File: src/rtl/mips_step_ctrl_if.sv
// mips_step_ctrl_if
// Bundles the board-side debug controls and the processor-facing outputs of
// the step controller.
//   clk_toggle  raw mode switch (1 = single-step, 0 = free run)
//   clk_button  raw, bouncy step pushbutton
//   bp_en       breakpoint enable
//   bp_addr     breakpoint PC value
//   pc_out      current PC reported by the processor
//   cpu_en      processor clock-enable, one instruction per high cycle
//   halted      high while stopped at a breakpoint
//   step_count  number of cpu_en pulses issued, wraps at 16 bits
//   state_o     controller state: RUN=0, STEP_IDLE=1, STEP_FIRE=2, HALT=3
// master = board/processor side, slave = the controller.
interface mips_step_ctrl_if;
    logic        clk_toggle;
    logic        clk_button;
    logic        bp_en;
    logic [31:0] bp_addr;
    logic [31:0] pc_out;
    logic        cpu_en;
    logic        halted;
    logic [15:0] step_count;
    logic [1:0]  state_o;

    modport master (
        output clk_toggle, clk_button, bp_en, bp_addr, pc_out,
        input  cpu_en, halted, step_count, state_o
    );

    modport slave (
        input  clk_toggle, clk_button, bp_en, bp_addr, pc_out,
        output cpu_en, halted, step_count, state_o
    );
endinterface

File: src/rtl/mips_step_ctrl.sv
// mips_step_ctrl
// Generates the MIPS core clock-enable from the board debug controls: free
// run with an optional divider, or one instruction per debounced button
// press, with a PC breakpoint that halts free-running execution.
// Ports:
//   clk    system clock
//   reset  asynchronous, active-low reset
//   bus    mips_step_ctrl_if.slave (switch, button, breakpoint, PC in;
//          cpu_en, halted, step_count, state_o out)
//
// state      | meaning
// -----------+--------------------------------------------------------
// RUN        | free run, cpu_en once every RUN_DIV cycles
// STEP_IDLE  | single-step mode, waiting for a button press
// STEP_FIRE  | one-cycle cpu_en pulse for a single step
// HALT       | stopped at breakpoint, waiting for a button press
module mips_step_ctrl #(
    parameter int DEBOUNCE_CYCLES = 500000,
    parameter int RUN_DIV         = 1
) (
    input logic             clk,
    input logic             reset,
    mips_step_ctrl_if.slave bus
);

    localparam logic [1:0] ST_RUN       = 2'd0;
    localparam logic [1:0] ST_STEP_IDLE = 2'd1;
    localparam logic [1:0] ST_STEP_FIRE = 2'd2;
    localparam logic [1:0] ST_HALT      = 2'd3;

    localparam int CNT_W = $clog2(DEBOUNCE_CYCLES);
    localparam int DIV_W = (RUN_DIV > 1) ? $clog2(RUN_DIV) : 1;
    localparam logic [CNT_W-1:0] CNT_LAST = CNT_W'(DEBOUNCE_CYCLES - 1);
    localparam logic [DIV_W-1:0] DIV_LAST = DIV_W'(RUN_DIV - 1);

    logic             tog_m, tog_s;
    logic             btn_m, btn_s;
    logic             deb, deb_d;
    logic [CNT_W-1:0] cnt;
    logic             step_req;

    logic [1:0]       state, state_nx;
    logic [DIV_W-1:0] div, div_nx;
    logic             bp_skip, skip_nx;
    logic             div_fire;
    logic             bp_hit;
    logic             cpu_en_c;
    logic [15:0]      step_count;

    always_ff @(posedge clk or negedge reset) begin
        if (!reset) begin
            tog_m <= 1'b0;
            tog_s <= 1'b0;
            btn_m <= 1'b0;
            btn_s <= 1'b0;
        end else begin
            tog_m <= bus.clk_toggle;
            tog_s <= tog_m;
            btn_m <= bus.clk_button;
            btn_s <= btn_m;
        end
    end

    // The level is only accepted after it differs from deb for
    // DEBOUNCE_CYCLES consecutive cycles; any return to deb restarts the count.
    always_ff @(posedge clk or negedge reset) begin
        if (!reset) begin
            deb   <= 1'b0;
            deb_d <= 1'b0;
            cnt   <= '0;
        end else begin
            deb_d <= deb;
            if (btn_s == deb) begin
                cnt <= '0;
            end else if (cnt == CNT_LAST) begin
                deb <= btn_s;
                cnt <= '0;
            end else begin
                cnt <= cnt + 1'b1;
            end
        end
    end

    assign step_req = deb & ~deb_d;

    assign div_fire = (div == DIV_LAST);
    // bp_skip lets the breakpoint instruction execute once after a resume.
    assign bp_hit   = bus.bp_en & (bus.pc_out == bus.bp_addr) & ~bp_skip;

    always_comb begin
        state_nx = state;
        div_nx   = div;
        skip_nx  = bp_skip;
        cpu_en_c = 1'b0;
        case (state)
            ST_RUN: begin
                cpu_en_c = div_fire & ~bp_hit;
                div_nx   = div_fire ? '0 : div + 1'b1;
                if (cpu_en_c) begin
                    skip_nx = 1'b0;
                end
                if (div_fire && bp_hit) begin
                    state_nx = ST_HALT;
                end else if (tog_s) begin
                    state_nx = ST_STEP_IDLE;
                end
            end
            ST_STEP_IDLE: begin
                if (step_req) begin
                    state_nx = ST_STEP_FIRE;
                end else if (!tog_s) begin
                    state_nx = ST_RUN;
                    div_nx   = '0;
                end
            end
            ST_STEP_FIRE: begin
                cpu_en_c = 1'b1;
                if (!tog_s) begin
                    state_nx = ST_RUN;
                    div_nx   = '0;
                end else begin
                    state_nx = ST_STEP_IDLE;
                end
            end
            ST_HALT: begin
                if (step_req) begin
                    skip_nx  = 1'b1;
                    state_nx = ST_STEP_FIRE;
                end
            end
            default: state_nx = ST_STEP_IDLE;
        endcase
    end

    always_ff @(posedge clk or negedge reset) begin
        if (!reset) begin
            state      <= ST_STEP_IDLE;
            div        <= '0;
            bp_skip    <= 1'b0;
            step_count <= '0;
        end else begin
            state   <= state_nx;
            div     <= div_nx;
            bp_skip <= skip_nx;
            if (cpu_en_c) begin
                step_count <= step_count + 16'd1;
            end
        end
    end

    assign bus.cpu_en     = cpu_en_c;
    assign bus.halted     = (state == ST_HALT);
    assign bus.step_count = step_count;
    assign bus.state_o    = state;

endmodule

File: src/flat_wrapper.sv
// flat-port wrapper written by rule: the top's interface ports become plain ports
module mips_step_ctrl_flat 
#(
    parameter int DEBOUNCE_CYCLES = 500000,
    parameter int RUN_DIV         = 1
)
  (clk, reset, bus_clk_toggle, bus_clk_button, bus_bp_en, bus_bp_addr, bus_pc_out, bus_cpu_en, bus_halted, bus_step_count, bus_state_o);
  mips_step_ctrl_if bus_i ();
  input logic clk;
  input logic reset;
  input wire logic [$bits(bus_i.clk_toggle)-1:0] bus_clk_toggle;
  input wire logic [$bits(bus_i.clk_button)-1:0] bus_clk_button;
  input wire logic [$bits(bus_i.bp_en)-1:0] bus_bp_en;
  input wire logic [$bits(bus_i.bp_addr)-1:0] bus_bp_addr;
  input wire logic [$bits(bus_i.pc_out)-1:0] bus_pc_out;
  output wire logic [$bits(bus_i.cpu_en)-1:0] bus_cpu_en;
  output wire logic [$bits(bus_i.halted)-1:0] bus_halted;
  output wire logic [$bits(bus_i.step_count)-1:0] bus_step_count;
  output wire logic [$bits(bus_i.state_o)-1:0] bus_state_o;
  assign bus_i.clk_toggle = bus_clk_toggle;
  assign bus_i.clk_button = bus_clk_button;
  assign bus_i.bp_en = bus_bp_en;
  assign bus_i.bp_addr = bus_bp_addr;
  assign bus_i.pc_out = bus_pc_out;
  assign bus_cpu_en = bus_i.cpu_en;
  assign bus_halted = bus_i.halted;
  assign bus_step_count = bus_i.step_count;
  assign bus_state_o = bus_i.state_o;
  mips_step_ctrl #(.DEBOUNCE_CYCLES(DEBOUNCE_CYCLES), .RUN_DIV(RUN_DIV)) u_core (.clk(clk), .reset(reset), .bus(bus_i));
endmodule
File: config.mk
export PLATFORM = sky130hd
export DESIGN_NAME = mips_step_ctrl_flat
export DESIGN_NICKNAME = d
export VERILOG_FILES = /design/src/rtl/mips_step_ctrl_if.sv /design/src/rtl/mips_step_ctrl.sv /design/src/flat_wrapper.sv
export SDC_FILE = /design/constraint.sdc
export NUM_CORES = 1
export LEC_CHECK = 0
export ABC_AREA = 1
export BUFFER_PORTS_ARGS = -buffer_cell sky130_fd_sc_hd__buf_2
export CAP_MARGIN = 25
export CORE_MARGIN = 2
export CORE_UTILIZATION = 47
export DETAILED_ROUTE_END_ITERATION = 10
export HOLD_SLACK_MARGIN = 0.03
export PLACE_DENSITY = 0.83
export SYNTH_ARGS = -nofsm -noshare
export SYNTH_HDL_FRONTEND = slang
export SYNTH_SLANG_ARGS = --single-unit
File: constraint.sdc
create_clock -name clk -period 1.6 [get_ports clk]
set_input_delay 0.24 -clock clk [delete_from_list [all_inputs] [get_ports clk]]
set_output_delay 0.24 -clock clk [all_outputs]
set_load 0.03 [all_outputs]
# --- Word level (Yosys, flattened, before mapping) ---
# Cells that the tools add are included.
totals:
  ff_bits: 45
  latch_bits: 0
  mem_bits_rw: 0
  romBits: 0
  inputBits: 69
  output_inout_bits: 20
  wordCells: 59
  n_memories: 0
op_classes:
  addsub: 3
  mul: 0
  n_div: 0
  n_lt_le_gt_ge: 0
  n_eq_ne: 11
  n_shift: 0
  muxes: 17
  bitwise_logic: 9
  n_reduce_logical: 8
op_table:
  columns: ["op", "n"]
  rows:
  - ["2-to-1 mux 19 bit", 2]
  - ["equality test 32 bit", 1]
  - ["adder 19 x 1 -> 19 bit (second input constant)", 1]
  - ["equality test 19 bit (second input constant)", 1]
  - ["adder 16 x 1 -> 16 bit (second input constant)", 1]
  - ["2-to-1 mux 2 bit", 5]
  - ["case mux 2 bit (4 select lines)", 1]
  - ["2-to-1 mux 1 bit", 6]
  - ["AND reduction 3 bit", 2]
  - ["inverter 1 bit", 5]
  - ["AND 1 bit", 4]
  - ["equality test 2 bit (second input constant)", 2]
  - ["inequality test 2 x 1 -> 1 bit (second input constant)", 2]
  - ["case mux 1 bit (2 select lines)", 2]
  - ["AND reduction 2 bit", 2]
  - ["inequality test 3 x 1 -> 1 bit (second input constant)", 1]
  - ["inequality test 3 bit (second input constant)", 1]
  - ["case mux 1 bit (3 select lines)", 1]
  - ["nonzero test 3 bit", 1]
  - ["equality test 2 x 1 -> 1 bit (second input constant)", 1]
  - ["logical NOT 2 bit", 1]
  - ["inequality test 2 bit (second input constant)", 1]
  - ["nonzero test 2 bit", 1]
  - ["adder 1 bit (second input constant)", 1]
  - ["2 further kinds", 2]

# --- Longest topological paths before layout ---
# Gate-level depths: netlist of run 1.
depth:
  ltp_word: 7
  depth_mapped: 15
  mapped_depth_nobuf: 14

# --- Worst setup path after synthesis of run 1 ---
# Ideal clock, no wire load.
synth_timing:
  path_kind: "reg-to-reg"
  from: "reg u_core.state[0], in the netlist u_core.bus.state_o[0]"
  to: "reg u_core.step_count[6], in the netlist u_core.bus.step_count[6]"
  setup_ps: 118
  arrival_time_ps: 1479
  t_required_ps: 1482
  setup_slack_ps: 3
  path_stages_with_launch: 8
  n_path_buf: 1
  synth_period_minus_slack_ps: 1597
  cell_sequence: "dfstp_2 inv_1 ha_1 nand3_1 nand2_1 buf_2 nand3_1 nand2_1"
synth_between:
  elab_chain_len: 2
  word_cells_on_any_way: 3
  classes_between: "eq/ne (1); mux (1); reduce/logical (1)"
synth_rtl:
  columns: ["item", "line", "text"]
  rows:
  - ["start: declaration", "mips_step_ctrl.sv:42", "logic [1:0] state, state_nx;"]
  - ["start signal: assignment", "mips_step_ctrl.sv:142", "state <= state_nx;"]
  - ["equality test 2 bit or logical NOT 2 bit (tied branches)", "mips_step_ctrl.sv:95", "case (state)"]
  - ["case mux 1 bit (2 select lines) *", "mips_step_ctrl.sv:95", null]
  - ["net bus_cpu_en", "flat_wrapper.sv:16", "output wire logic [$bits(bus_i.cpu_en)-1:0] bus_cpu_en;"]
  - ["end signal: assignment", "mips_step_ctrl.sv:146", "step_count <= step_count + 16'd1;"]
  - ["end: declaration", "mips_step_ctrl.sv:48", "logic [15:0] step_count;"]
# The timed path passes the listed nets; every way through them passes the cells marked *.
# A chain may end at the register's enable or synchronous reset.

# --- Final worst setup path of run 1 ---
layout_timing:
  from: "reg u_core.bp_skip"
  to: "out bus_cpu_en"
layout_between:
  elab_chain_len: 5
layout_rtl:
  columns: ["item", "line", "text"]
  rows:
  - ["start: declaration", "mips_step_ctrl.sv:44", "logic bp_skip, skip_nx;"]
  - ["start signal: assignment", "mips_step_ctrl.sv:144", "bp_skip <= skip_nx;"]
  - ["inverter 1 bit", "mips_step_ctrl.sv:88", "assign bp_hit = bus.bp_en & (bus.pc_out == bus.bp_addr) & ~bp_skip;"]
  - ["AND 1 bit", "mips_step_ctrl.sv:88", null]
  - ["inverter 1 bit", "mips_step_ctrl.sv:97", "cpu_en_c = div_fire & ~bp_hit;"]
  - ["AND 1 bit", "mips_step_ctrl.sv:97", null]
  - ["case mux 1 bit (2 select lines)", "mips_step_ctrl.sv:95", null]
  - ["end: declaration", "flat_wrapper.sv:16", null]
# No other way between the ends.

==> results of run 1 <==
## synthesized netlist by cell type (4+ instances only)
cell type / number / share of area [%]
sky130_fd_sc_hd__xnor2_1: 10 / 2.9
sky130_fd_sc_hd__nor3_1: 6 / 0.99
sky130_fd_sc_hd__o21ai_0: 8 / 1.3
sky130_fd_sc_hd__inv_2: 4 / 0.49
sky130_fd_sc_hd__xor2_1: 15 / 4.3
sky130_fd_sc_hd__dfrtp_1: 44 / 36
sky130_fd_sc_hd__nand3_1: 23 / 3.8
sky130_fd_sc_hd__nand2_1: 140 / 17
sky130_fd_sc_hd__o21ai_1: 12 / 2.0
sky130_fd_sc_hd__a21oi_1: 9 / 1.5
sky130_fd_sc_hd__inv_1: 92 / 11
sky130_fd_sc_hd__nor2_1: 49 / 6.0
sky130_fd_sc_hd__ha_1: 7 / 2.9
sky130_fd_sc_hd__nand4_1: 8 / 1.6
## flip-flops by register name (all words and copies together), names as in the netlist
register,count
u_core.cnt,19
u_core.bus.step_count,16
u_core.bus.state_o,2
u_core.bp_skip,1
u_core.btn_m,1
u_core.btn_s,1
u_core.deb,1
u_core.deb_d,1
u_core.div,1
u_core.tog_m,1
u_core.tog_s,1
## worst paths after layout
check | from | endpoint | slack, ns | cells after the start
hold reg to reg | u_core.tog_m$_DFF_PN0_ | u_core.tog_s$_DFF_PN0_ | 0.35 | 0
setup reg to reg | u_core.bp_skip$_DFFE_PN0P_ | u_core.bp_skip$_DFFE_PN0P_ | -0.17 | 14
min in group asynchronous | reset | u_core.tog_s$_DFF_PN0_ | 0.44 | 3
setup / recovery | u_core.bp_skip$_DFFE_PN0P_ | bus_cpu_en | -0.18 | 9
hold / removal | bus_clk_button | u_core.btn_m$_DFF_PN0_ | 0.04 | 1
max in group asynchronous | reset | u_core.bus.state_o[0]$_DFFE_PN1P_ | 0.90 | 3
## routing by layer
metal / share of wire (%) / vias to the layer above
met2: 53 / 98
met1: 40 / 1501
met4: 0.99 / 0
met3: 6.5 / 7
li1: - / 1618
met5: 0 / -
## through the flow
stage,cells,hold slack (ns),setup WS [ns]
5_1_grt,656,0.0385,-0.323
4_1_cts,650,0.0336,-0.208
3_5_place_dp,636,0.237,-0.0931
2_1_floorplan,452,-0.0556,0.00325
6_report,656,0.0447,-0.178
3_3_place_gp,636,0.234,-0.0420
## cell families after synthesis
group	Yosys count	share of synthesized area (%)
AOI/OAI and AO/OA	30	5.02
xor gates and xnor gates	25	7.20
adders and majority gates	7	2.88
buffers and inverters	100	12.5
DFF	45	37.1
muxes	1	0.370
and+or+nand+nor	244	35.0
## worst max-delay path, cell delays in order, from the launching register on
cell                      delay [ns]
sky130_fd_sc_hd__dfrtp_1        0.39
sky130_fd_sc_hd__nor2_1         0.10
sky130_fd_sc_hd__nand2_1        0.07
sky130_fd_sc_hd__nor2_2         0.10
sky130_fd_sc_hd__nand2_1        0.06
sky130_fd_sc_hd__nor2_1         0.09
sky130_fd_sc_hd__nand3_1        0.12
sky130_fd_sc_hd__nand3_2        0.11
sky130_fd_sc_hd__nand2_4        0.05
sky130_fd_sc_hd__buf_6          0.14
## cell type report
type	instances	share of cell area (%)
flip-flops and latches	45	27.8
well taps	77	2.37
repair buffers	122	18.8
clock inverters	2	0.247
inverters	97	8.97
multi-input cells	307	40.0
clock buffers	6	1.79
## power by group through the flow
stage	clock network [mW]	logic (mW)	registers, mW
6_report	0.699	1.78	1.35
5_1_grt	0.751	1.96	1.36
4_1_cts	0.706	1.52	1.35
3_5_place_dp	0	1.43	1.37
3_3_place_gp	0	1.39	1.36
2_1_floorplan	0	0.771	1.54
## what timing repair did
action,4_1_cts,5_1_grt
resized for setup,10,25
setup buffers,5,5
endpoints found under the hold margin,44,0
hold buffers,1,0
setup endpoints to repair,20,27
pin swaps,3,1
cloned,0,1
==> impl_metrics.prom, run 1 <==
# TYPE chip_impl_metric gauge
chip_impl_metric{name="placed_wire_length_estimate_after_detailed_placement",unit="mm"} 5.48
chip_impl_metric{name="worst_setup_hold_path_clk_slew",unit="ns"} 0.09
chip_impl_info{name="worstSetupPathType",value="flip-flop to primary output"} 1
chip_impl_metric{name="synth_enable_flop_cells",unit=""} 0
chip_impl_info{name="layout_commonest_cell",value="sky130_fd_sc_hd__nand2_1"} 1
chip_impl_metric{name="grt.met3_usage",unit="%"} 4.13
chip_impl_metric{name="leakage",unit="nW"} 2.22
chip_impl_info{name="most-common-layout-cells",value="136 x sky130_fd_sc_hd__nand2_1, 89 x sky130_fd_sc_hd__inv_1, 86 x sky130_fd_sc_hd__buf_2"} 1
chip_impl_metric{name="post_dp_cell_area",unit="um^2"} 3740
chip_impl_metric{name="flip_flop_and_latch_area",unit="um^2"} 1130
chip_impl_metric{name="final_design_area_no_fill",unit="um^2"} 4060
chip_impl_metric{name="tightest_slew",unit="ns"} 0.469
chip_impl_metric{name="postRouteWirelength",unit="mm"} 7.94
chip_impl_metric{name="grt_use_total",unit="%"} 20.3
chip_impl_metric{name="drtPass1Iterations",unit=""} 5
chip_impl_metric{name="core-area",unit="um^2"} 6310
chip_impl_metric{name="final_hold_viol_count",unit=""} 0
chip_impl_info{name="hold_path.class",value="primary input to flip-flop"} 1
chip_impl_metric{name="grt_start_max_net_pins",unit=""} 46
chip_impl_metric{name="die_w",unit="um"} 84.4
chip_impl_metric{name="met1_usage",unit="%"} 22.5
chip_impl_metric{name="psw",unit="mW"} 1.54
chip_impl_metric{name="initial_core_util",unit="%"} 48.2
chip_impl_metric{name="grt_pass1_vias",unit=""} 3006
chip_impl_info{name="worstSetupStartpointType",value="flip-flop"} 1
chip_impl_metric{name="post_synth.cell_area_avg",unit="um^2"} 6.73
chip_impl_metric{name="ant_nets",unit=""} 0
chip_impl_metric{name="portBuffers",unit=""} 88
chip_impl_metric{name="io_pins",unit=""} 89
chip_impl_metric{name="pwr_density_cell",unit="nW/um^2"} 944
chip_impl_metric{name="power.share.clock",unit="%"} 18.3
chip_impl_metric{name="layout_area_growth_over_synthesis",unit="%"} 33.4
chip_impl_info{name="root_buffer_selected_by_cts",value="sky130_fd_sc_hd__clkbuf_8"} 1
chip_impl_metric{name="timing.final.max_slew_violations",unit=""} 0
chip_impl_metric{name="grt_pass1_wl",unit="mm"} 12.1
chip_impl_metric{name="cell_count_after_synthesis",unit=""} 452
chip_impl_metric{name="synth_nets",unit=""} 528
chip_impl_info{name="outcome",value="finished, violations left"} 1
chip_impl_metric{name="cp.arrival",unit="ns"} 1.54
chip_impl_metric{name="final_core_util",unit="%"} 64.3
chip_impl_metric{name="ir_drop",unit="V"} 0.000798
chip_impl_metric{name="initial_detailed_routing_violation_count",unit=""} 137
chip_impl_metric{name="antennaDiodeCount",unit=""} 0
chip_impl_metric{name="total_power",unit="mW"} 3.83
chip_impl_metric{name="gp_congestion",unit=""} 0.853
chip_impl_info{name="failed_checks",value="setup timing"} 1
chip_impl_metric{name="clk_path_buf_depth",unit=""} 2
chip_impl_metric{name="multi_input_comb_area",unit="um^2"} 1620
chip_impl_info{name="busiest_layer",value="met2"} 1
chip_impl_metric{name="dr_total_vias",unit=""} 3224
chip_impl_metric{name="clock_skew",unit="ns"} 0.0132
chip_impl_metric{name="fin_crit_sh",unit="%"} 111
chip_impl_metric{name="synth.ff_latch_count",unit=""} 45
chip_impl_metric{name="seq_power_share",unit="%"} 35.3
chip_impl_metric{name="drive_above_1_share",unit="%"} 28.2
chip_impl_metric{name="drt_drc_violations_left",unit=""} 0
chip_impl_metric{name="avgRoutedWirePerCell",unit="um"} 12.1
chip_impl_metric{name="internal_power",unit="mW"} 2.29
chip_impl_metric{name="core.rowCount",unit=""} 29
chip_impl_metric{name="grt_antenna_before_repair",unit=""} 0
chip_impl_info{name="cts_tree",value="done"} 1
chip_impl_metric{name="yosys.cell_types.count",unit=""} 30
chip_impl_metric{name="floorplan.die.height",unit="um"} 84.4
chip_impl_metric{name="cp_max_fo",unit=""} 2
chip_impl_metric{name="clock.fmax",unit="MHz"} 562
chip_impl_metric{name="fin_nets",unit=""} 654
chip_impl_metric{name="overflow",unit=""} 0
chip_impl_metric{name="worst_slack",unit="ns"} -0.178
chip_impl_metric{name="via_cell_ratio",unit=""} 4.91
chip_impl_metric{name="drv_cap",unit=""} 0
chip_impl_metric{name="finalSetupViolCount",unit=""} 16
chip_impl_info{name="unrepaired_setup_endpoints_after_global_routing",value="true"} 1
chip_impl_info{name="ys.flop_type",value="sky130_fd_sc_hd__dfrtp_1"} 1
chip_impl_metric{name="netlist_area",unit="um^2"} 3040
chip_impl_metric{name="power.share.switching",unit="%"} 40.3
chip_impl_metric{name="floorplan.die_area",unit="um^2"} 7130
chip_impl_metric{name="ys.warnings.count",unit=""} 0
chip_impl_metric{name="worst_ep_required_time",unit="ns"} 1.36
chip_impl_metric{name="totalNegativeSetupSlack",unit="ns"} -0.612
chip_impl_metric{name="fillers",unit=""} 520
chip_impl_metric{name="asyncSetResetFlopFracSynth",unit="%"} 100
chip_impl_metric{name="max_slew_margin",unit="%"} 68.5
chip_impl_metric{name="clock-sinks",unit=""} 45
chip_impl_metric{name="finalWorstPathRequiredPeriod",unit="ns"} 1.78
chip_impl_info{name="capturing_element_type_of_the_critical_path",value="primary output"} 1
chip_impl_metric{name="seq_area_frac_synth",unit="%"} 37.1
chip_impl_metric{name="cts-htree-levels",unit=""} 2
chip_impl_metric{name="cts_made_buffers",unit=""} 5
chip_impl_metric{name="grt.met2_usage",unit="%"} 38.5
chip_impl_metric{name="worst_skew_pair.late_latency",unit="ns"} 0.31
chip_impl_metric{name="comb_power_share",unit="%"} 46.4
Power figures use the tool's default switching activity.
==> inputs of run 2 (changes only) <==
--- a/config.mk
+++ b/config.mk
@@ -16,3 +16,4 @@
 export SYNTH_ARGS = -nofsm -noshare
 export SYNTH_HDL_FRONTEND = slang
 export SYNTH_SLANG_ARGS = --single-unit
+export TNS_END_PERCENT = 30
==> run 2 against run 1 <==
Compared with the run above:
- the run still ends with setup timing left
- combinational power about the same
- final area decreased by 0.86%
- global-route usage unchanged
- core utilization decreased by 0.55 points
- sequential power about the same
- maximum frequency increased by 0.41%
- hold slack about the same
- first-iteration DRC count decreased by 5.8%
- flip-flop and latch count unchanged
- power decreased by 0.34%
- count of clock-buffer cells in the layout unchanged
- critical endpoint unchanged
- largest cell class unchanged
==> impl_metrics.prom, run 2 (same netlist as run 1, synthesis figures left out) <==
# TYPE chip_impl_metric gauge
chip_impl_info{name="outcome",value="finished, violations left"} 1
chip_impl_info{name="failed_checks",value="setup timing"} 1
chip_impl_info{name="capturing_element_type_of_the_critical_path",value="primary output"} 1
chip_impl_metric{name="tightest_slew",unit="ns"} 0.473
chip_impl_info{name="most-common-layout-cells",value="136 x sky130_fd_sc_hd__nand2_1, 90 x sky130_fd_sc_hd__inv_1, 86 x sky130_fd_sc_hd__buf_2"} 1
chip_impl_metric{name="leakage",unit="nW"} 2.21
chip_impl_metric{name="cp_max_fo",unit=""} 2
chip_impl_info{name="top_register",value="u_core.cnt"} 1
chip_impl_metric{name="overflow",unit=""} 0
chip_impl_metric{name="grt_antenna_before_repair",unit=""} 0
chip_impl_metric{name="hold_slack",unit="ns"} 0.0450
chip_impl_metric{name="worst_ep_required_time",unit="ns"} 1.36
chip_impl_info{name="unrepaired_setup_endpoints_after_global_routing",value="true"} 1
chip_impl_info{name="root_buffer_selected_by_cts",value="sky130_fd_sc_hd__clkbuf_8"} 1
chip_impl_metric{name="floorplan.die_area",unit="um^2"} 7130
chip_impl_metric{name="grt_use_total",unit="%"} 20.3
chip_impl_metric{name="via_cell_ratio",unit=""} 4.92
chip_impl_metric{name="fin_crit_sh",unit="%"} 111
chip_impl_metric{name="dr_total_vias",unit=""} 3210
chip_impl_metric{name="initial_core_util",unit="%"} 48.2
chip_impl_metric{name="grt_pass1_vias",unit=""} 3006
chip_impl_metric{name="clock_skew",unit="ns"} 0.00960
chip_impl_metric{name="layout_area_growth_over_synthesis",unit="%"} 32.3
chip_impl_metric{name="final_hold_viol_count",unit=""} 0
chip_impl_metric{name="worst_slack",unit="ns"} -0.171
chip_impl_metric{name="flip_flop_and_latch_area",unit="um^2"} 1130
chip_impl_metric{name="ir_drop",unit="V"} 0.000801
chip_impl_metric{name="floorplan.die.height",unit="um"} 84.4
chip_impl_metric{name="cp.arrival",unit="ns"} 1.53
chip_impl_metric{name="finish.cell_count_without_fillers",unit=""} 653
chip_impl_metric{name="core.rowCount",unit=""} 29
chip_impl_metric{name="io_pins",unit=""} 89
chip_impl_metric{name="drive_above_1_share",unit="%"} 27.1
chip_impl_metric{name="clk_path_buf_depth",unit=""} 2
chip_impl_metric{name="worst_skew_pair.late_latency",unit="ns"} 0.30
chip_impl_info{name="cts_tree",value="done"} 1
chip_impl_metric{name="crit_path_max_incr_delay",unit="ns"} 0.39
chip_impl_metric{name="grt_pass1_wl",unit="mm"} 12.1
chip_impl_info{name="chain_of_cells_forming_the_critical_path",value="nor2_1, nand2_1, nor2_2, nand2_1, nor2_1, nand3_1, nand3_2, nand2_4, buf_6"} 1
chip_impl_metric{name="antennaDiodeCount",unit=""} 0
chip_impl_metric{name="die_w",unit="um"} 84.4
chip_impl_metric{name="fin_nets",unit=""} 651
chip_impl_metric{name="drv_cap",unit=""} 0
chip_impl_metric{name="avgRoutedWirePerCell",unit="um"} 11.9
chip_impl_metric{name="fillers",unit=""} 522
chip_impl_metric{name="core-area",unit="um^2"} 6310
chip_impl_metric{name="multi_input_comb_area",unit="um^2"} 1620
chip_impl_metric{name="drt_drc_violations_left",unit=""} 0
chip_impl_metric{name="max_slew_margin",unit="%"} 68.2
chip_impl_metric{name="flip_flop_count_of_the_largest_register_after_layout",unit=""} 19
chip_impl_info{name="worstSetupStartpointType",value="flip-flop"} 1
chip_impl_metric{name="placed_wire_length_estimate_after_detailed_placement",unit="mm"} 5.48
chip_impl_metric{name="cts-htree-levels",unit=""} 2
chip_impl_metric{name="cts_made_buffers",unit=""} 5
chip_impl_info{name="worstSetupPathType",value="flip-flop to primary output"} 1
chip_impl_metric{name="clock.fmax",unit="MHz"} 565
chip_impl_metric{name="worst_setup_hold_path_clk_slew",unit="ns"} 0.08
chip_impl_metric{name="initial_detailed_routing_violation_count",unit=""} 129
chip_impl_metric{name="gp_congestion",unit=""} 0.853
chip_impl_metric{name="pwr_density_cell",unit="nW/um^2"} 949
chip_impl_metric{name="drtPass1Iterations",unit=""} 4
chip_impl_metric{name="timing.final.max_slew_violations",unit=""} 0
chip_impl_info{name="layout_commonest_cell",value="sky130_fd_sc_hd__nand2_1"} 1
chip_impl_metric{name="finalWorstPathRequiredPeriod",unit="ns"} 1.77
chip_impl_info{name="hold_path.class",value="primary input to flip-flop"} 1
chip_impl_metric{name="clock-sinks",unit=""} 45
chip_impl_metric{name="grt_start_max_net_pins",unit=""} 46
chip_impl_info{name="crit_slowest_cell",value="sky130_fd_sc_hd__dfrtp_1"} 1
chip_impl_metric{name="numPlacedInstances",unit=""} 636
chip_impl_metric{name="finalSetupViolCount",unit=""} 14
chip_impl_metric{name="ant_nets",unit=""} 0
chip_impl_metric{name="portBuffers",unit=""} 88
chip_impl_metric{name="postRouteWirelength",unit="mm"} 7.80
run 2: layout make-up:
class | instances | area share, %
inverter | 97 | 9.05
sequential | 45 | 28.0
clock buffer | 6 | 1.80
multi-input combinational | 307 | 40.2
tap | 77 | 2.40
clock inverter | 2 | 0.249
timing repair buffer | 119 | 18.3
run 2: report_power, final:
group	leakage [nW]	internal [mW]	total [mW]	switching (mW)
sequential	0.605	1.25	1.36	0.107
combinational	1.56	0.734	1.77	1.04
clock	0.0450	0.303	0.687	0.383
run 2: final timing paths:
check	startpoint	to	slack [ns]	cells after the start
max in group asynchronous	reset	u_core.bus.state_o[0]$_DFFE_PN1P_	0.90	3
worst max-delay path	u_core.bp_skip$_DFFE_PN0P_	bus_cpu_en	-0.17	9
min in group asynchronous	reset	u_core.bus.step_count[15]$_DFFE_PN0P_	0.44	3
worst min register to register	u_core.tog_m$_DFF_PN0_	u_core.tog_s$_DFF_PN0_	0.35	0
worst max register to register	u_core.bp_skip$_DFFE_PN0P_	u_core.bp_skip$_DFFE_PN0P_	-0.17	14
worst min-delay path	bus_clk_button	u_core.btn_m$_DFF_PN0_	0.05	1
run 2: critical path: cells and delay by family, from the launching register on:
kind / cells / cell delay, ns
buffers and inverters: 1 / 0.14
DFF: 1 / 0.39
and+or+nand+nor: 8 / 0.70
run 2: repair_timing:
action	4_1_cts	5_1_grt
buffers inserted	5	2
hold endpoints to repair	44	0
setup endpoints to repair	20	27
cloned	0	1
resized for setup	9	20
pin swaps	3	2
hold buffers	1	0
run 2: through the flow:
stage / area (um^2) / setup TNS (ns) / setup slack (ns) / util [%] / power [mW]
3_3_place_gp: 3740 / -0.264 / -0.0420 / 59.3 / 2.75
3_5_place_dp: 3740 / -0.931 / -0.0931 / 59.3 / 2.80
5_1_grt: 4020 / -3.75 / -0.323 / 63.7 / 4.07
4_1_cts: 3900 / -0.405 / -0.208 / 61.8 / 3.57
2_1_floorplan: 3040 / 0 / 0.00325 / - / 2.31
6_report: 4020 / -0.529 / -0.171 / 63.7 / 3.82
run 2: per-layer routing:
metal  share of wire [%]  up-vias  GRT usage [%]  wire, um
met5                   0        -              0         0
met4                 1.4        0           6.93       111
met3                 6.5        9           4.13       510
met2                  52      101           38.5      4080
met1                  40     1489           22.5      3100
li1                    -     1611              -         -
==> inputs of run 3 (changes only) <==
--- a/config.mk
+++ b/config.mk
@@ -8,11 +8,14 @@
 export ABC_AREA = 1
 export BUFFER_PORTS_ARGS = -buffer_cell sky130_fd_sc_hd__buf_2
 export CAP_MARGIN = 25
+export CELL_PAD_IN_SITES_DETAIL_PLACEMENT = 1
+export CELL_PAD_IN_SITES_GLOBAL_PLACEMENT = 1
 export CORE_MARGIN = 2
-export CORE_UTILIZATION = 47
+export CORE_UTILIZATION = 33
 export DETAILED_ROUTE_END_ITERATION = 10
 export HOLD_SLACK_MARGIN = 0.03
-export PLACE_DENSITY = 0.83
+export PLACE_DENSITY = 0.84
+export SLEW_MARGIN = 10
 export SYNTH_ARGS = -nofsm -noshare
 export SYNTH_HDL_FRONTEND = slang
 export SYNTH_SLANG_ARGS = --single-unit
==> run 3 against run 2 <==
Compared with the run above:
- the run still ends with setup timing left
- register-to-register slack about the same
- first-iteration DRC count fell by 0.78%
- critical path depth unchanged
- global-route usage is 2.6 points lower
- cell count is 5.8% higher
- clock power is 25% higher
- final area is 5.3% higher
- core utilization fell by 17 points
- via count up 2.9%
- count of clock-buffer cells in the layout is the same
- largest power group unchanged
==> impl_metrics.prom, run 3 (same netlist as run 1, synthesis figures left out) <==
# TYPE chip_impl_metric gauge
chip_impl_info{name="end_point_of_the_critical_path",value="bus_cpu_en"} 1
chip_impl_info{name="hold_path.class",value="primary input to flip-flop"} 1
chip_impl_metric{name="r2r_slack",unit="ns"} -0.17
chip_impl_metric{name="max_slew_margin",unit="%"} 75.3
chip_impl_metric{name="cp_num_buf_inv",unit=""} 1
chip_impl_metric{name="pwr_density_cell",unit="nW/um^2"} 1070
chip_impl_metric{name="leakage",unit="nW"} 2.29
chip_impl_metric{name="dp_worst_setup_slack",unit="ns"} -0.102
chip_impl_metric{name="portBuffers",unit=""} 88
chip_impl_metric{name="fin_nets",unit=""} 655
chip_impl_metric{name="totalNegativeSetupSlack",unit="ns"} -2.24
chip_impl_info{name="crit_slowest_cell",value="sky130_fd_sc_hd__dfrtp_1"} 1
chip_impl_info{name="unrepaired_setup_endpoints_after_global_routing",value="true"} 1
chip_impl_metric{name="clk_path_buf_depth",unit=""} 2
chip_impl_metric{name="floorplan.die.height",unit="um"} 100
chip_impl_metric{name="grt_pass1_wl",unit="mm"} 14.5
chip_impl_metric{name="ant_nets",unit=""} 0
chip_impl_info{name="most-common-layout-cells",value="129 x sky130_fd_sc_hd__nand2_1, 90 x sky130_fd_sc_hd__inv_1, 86 x sky130_fd_sc_hd__buf_2"} 1
chip_impl_metric{name="flip_flop_count_of_the_largest_register_after_layout",unit=""} 19
chip_impl_info{name="worst_path_dominant_cell_family",value="simple AND/OR/NAND/NOR gates"} 1
chip_impl_metric{name="final_core_util",unit="%"} 46.5
chip_impl_metric{name="layout_area_growth_over_synthesis",unit="%"} 39.2
chip_impl_metric{name="cp.arrival",unit="ns"} 1.53
chip_impl_metric{name="core-area",unit="um^2"} 9110
chip_impl_metric{name="total_power",unit="mW"} 4.52
chip_impl_metric{name="antennaDiodeCount",unit=""} 0
chip_impl_metric{name="core.rowCount",unit=""} 35
chip_impl_info{name="critical_path.reg2reg.startpoint",value="u_core.bp_skip$_DFFE_PN0P_"} 1
chip_impl_metric{name="crit_path_max_incr_delay",unit="ns"} 0.38
chip_impl_info{name="capturing_element_type_of_the_critical_path",value="primary output"} 1
chip_impl_metric{name="timing.reg2reg.worst_path_depth",unit=""} 13
chip_impl_metric{name="worst_skew_pair.late_latency",unit="ns"} 0.31
chip_impl_metric{name="gp_congestion",unit=""} 0.882
chip_impl_info{name="failed_checks",value="setup timing"} 1
chip_impl_metric{name="overflow",unit=""} 0
chip_impl_metric{name="initial_core_util",unit="%"} 33.4
chip_impl_metric{name="clock_skew",unit="ns"} 0.0124
chip_impl_info{name="root_buffer_selected_by_cts",value="sky130_fd_sc_hd__clkbuf_8"} 1
chip_impl_metric{name="clock.fmax",unit="MHz"} 565
chip_impl_metric{name="critical_path_cell_count",unit=""} 9
chip_impl_info{name="outcome",value="finished, violations left"} 1
chip_impl_metric{name="timing.final.max_slew_violations",unit=""} 0
chip_impl_metric{name="clock-sinks",unit=""} 45
chip_impl_metric{name="cts-htree-levels",unit=""} 2
chip_impl_metric{name="avgRoutedWirePerCell",unit="um"} 13.8
chip_impl_info{name="layout_commonest_cell",value="sky130_fd_sc_hd__nand2_1"} 1
chip_impl_metric{name="worst_ep_required_time",unit="ns"} 1.36
chip_impl_metric{name="whs_path_depth",unit=""} 1
chip_impl_metric{name="dr_total_vias",unit=""} 3304
chip_impl_metric{name="finalWorstPathRequiredPeriod",unit="ns"} 1.77
chip_impl_metric{name="die_w",unit="um"} 100
chip_impl_metric{name="placed_wire_length_estimate_after_detailed_placement",unit="mm"} 6.71
chip_impl_info{name="cts_tree",value="done"} 1
chip_impl_metric{name="finalSetupViolCount",unit=""} 18
chip_impl_metric{name="grt_use_total",unit="%"} 17.7
chip_impl_metric{name="worst_setup_hold_path_clk_slew",unit="ns"} 0.09
chip_impl_metric{name="drive_above_1_share",unit="%"} 30.3
chip_impl_metric{name="hold_slack",unit="ns"} 0.0417
chip_impl_info{name="crit-reg2reg-capture",value="u_core.bus.step_count[11]$_DFFE_PN0P_"} 1
chip_impl_metric{name="initial_detailed_routing_violation_count",unit=""} 128
chip_impl_metric{name="drt_drc_violations_left",unit=""} 0
chip_impl_metric{name="fillers",unit=""} 1200
chip_impl_metric{name="ir_drop",unit="V"} 0.000834
chip_impl_metric{name="grt_pass1_vias",unit=""} 3356
chip_impl_metric{name="cts_made_buffers",unit=""} 5
chip_impl_metric{name="final_hold_viol_count",unit=""} 0
chip_impl_metric{name="cp_max_fo",unit=""} 2
chip_impl_metric{name="postRouteWirelength",unit="mm"} 9.51
chip_impl_metric{name="grt_start_max_net_pins",unit=""} 46
chip_impl_info{name="worstSetupStartpointType",value="flip-flop"} 1
chip_impl_metric{name="grt_antenna_before_repair",unit=""} 0
chip_impl_info{name="chain_of_cells_forming_the_critical_path",value="nor2_1, nand2_1, nor2_2, nand2_1, nor2_2, nand3_2, nand3_2, nand2_4, buf_6"} 1
chip_impl_info{name="critPathLaunch",value="u_core.bp_skip$_DFFE_PN0P_"} 1
chip_impl_metric{name="fin_crit_sh",unit="%"} 111
chip_impl_info{name="top_register",value="u_core.cnt"} 1
chip_impl_metric{name="drtPass1Iterations",unit=""} 4
chip_impl_metric{name="drv_cap",unit=""} 0
chip_impl_metric{name="via_cell_ratio",unit=""} 4.78
chip_impl_metric{name="io_pins",unit=""} 89
chip_impl_metric{name="worst_slack",unit="ns"} -0.171
chip_impl_metric{name="tightest_slew",unit="ns"} 0.370
chip_impl_info{name="worstSetupPathType",value="flip-flop to primary output"} 1
chip_impl_metric{name="floorplan.die_area",unit="um^2"} 10000
==> run 3: worst min-delay path by stage <==
stage / start / end / slack [ns]
finish: bus_clk_toggle / u_core.tog_m$_DFF_PN0_ / 0.04
global route: bus_clk_toggle / u_core.tog_m$_DFF_PN0_ / 0.04
CTS: bus_clk_button / u_core.btn_m$_DFF_PN0_ / 0.03
detailed placement: reset / u_core.bp_skip$_DFFE_PN0P_ / 0.24
global placement: reset / u_core.bus.step_count[10]$_DFFE_PN0P_ / 0.24
floorplan: reset / u_core.bp_skip$_DFFE_PN0P_ / -0.06
==> run 3: what timing repair did <==
action | 4_1_cts | 5_1_grt
gates resized for setup | 21 | 31
pin swaps | 8 | 6
setup endpoints to repair | 27 | 34
hold endpoints to repair | 44 | 0
buffers inserted | 7 | 2
hold buffers | 1 | 0
gates cloned | 0 | 4
==> run 3: where the power goes <==
part | switching (mW) | total [mW] | internal [mW]
sequential | 0.119 | 1.37 | 1.25
combinational | 1.24 | 2.29 | 1.05
clock | 0.396 | 0.860 | 0.464
total | 1.76 | 4.52 | 2.76
==> run 3: layout make-up <==
class	instances	area, um^2	share of cell area [%]
inverter	97	367	8.66
multi-input combinational	307	1670	39.5
timing repair buffer	123	820	19.4
tap	111	139	3.28
sequential	45	1130	26.6
clock buffer	6	72.6	1.71
clock inverter	2	35.0	0.827
==> run 3: layer usage <==
layer	routed length [um]	up-vias	GRT usage [%]
met5	0	-	0
met4	174	0	4.74
met3	485	14	3.20
met2	4950	91	33.8
met1	3900	1584	20.2
li1	-	1615	-
==> run 3: metrics by stage <==
step / cell area, um^2 / instances
3_3_place_gp: 3780 / 669
2_1_floorplan: 3040 / 452
4_1_cts: 4010 / 685
5_1_grt: 4240 / 691
6_report: 4240 / 691
3_5_place_dp: 3780 / 669
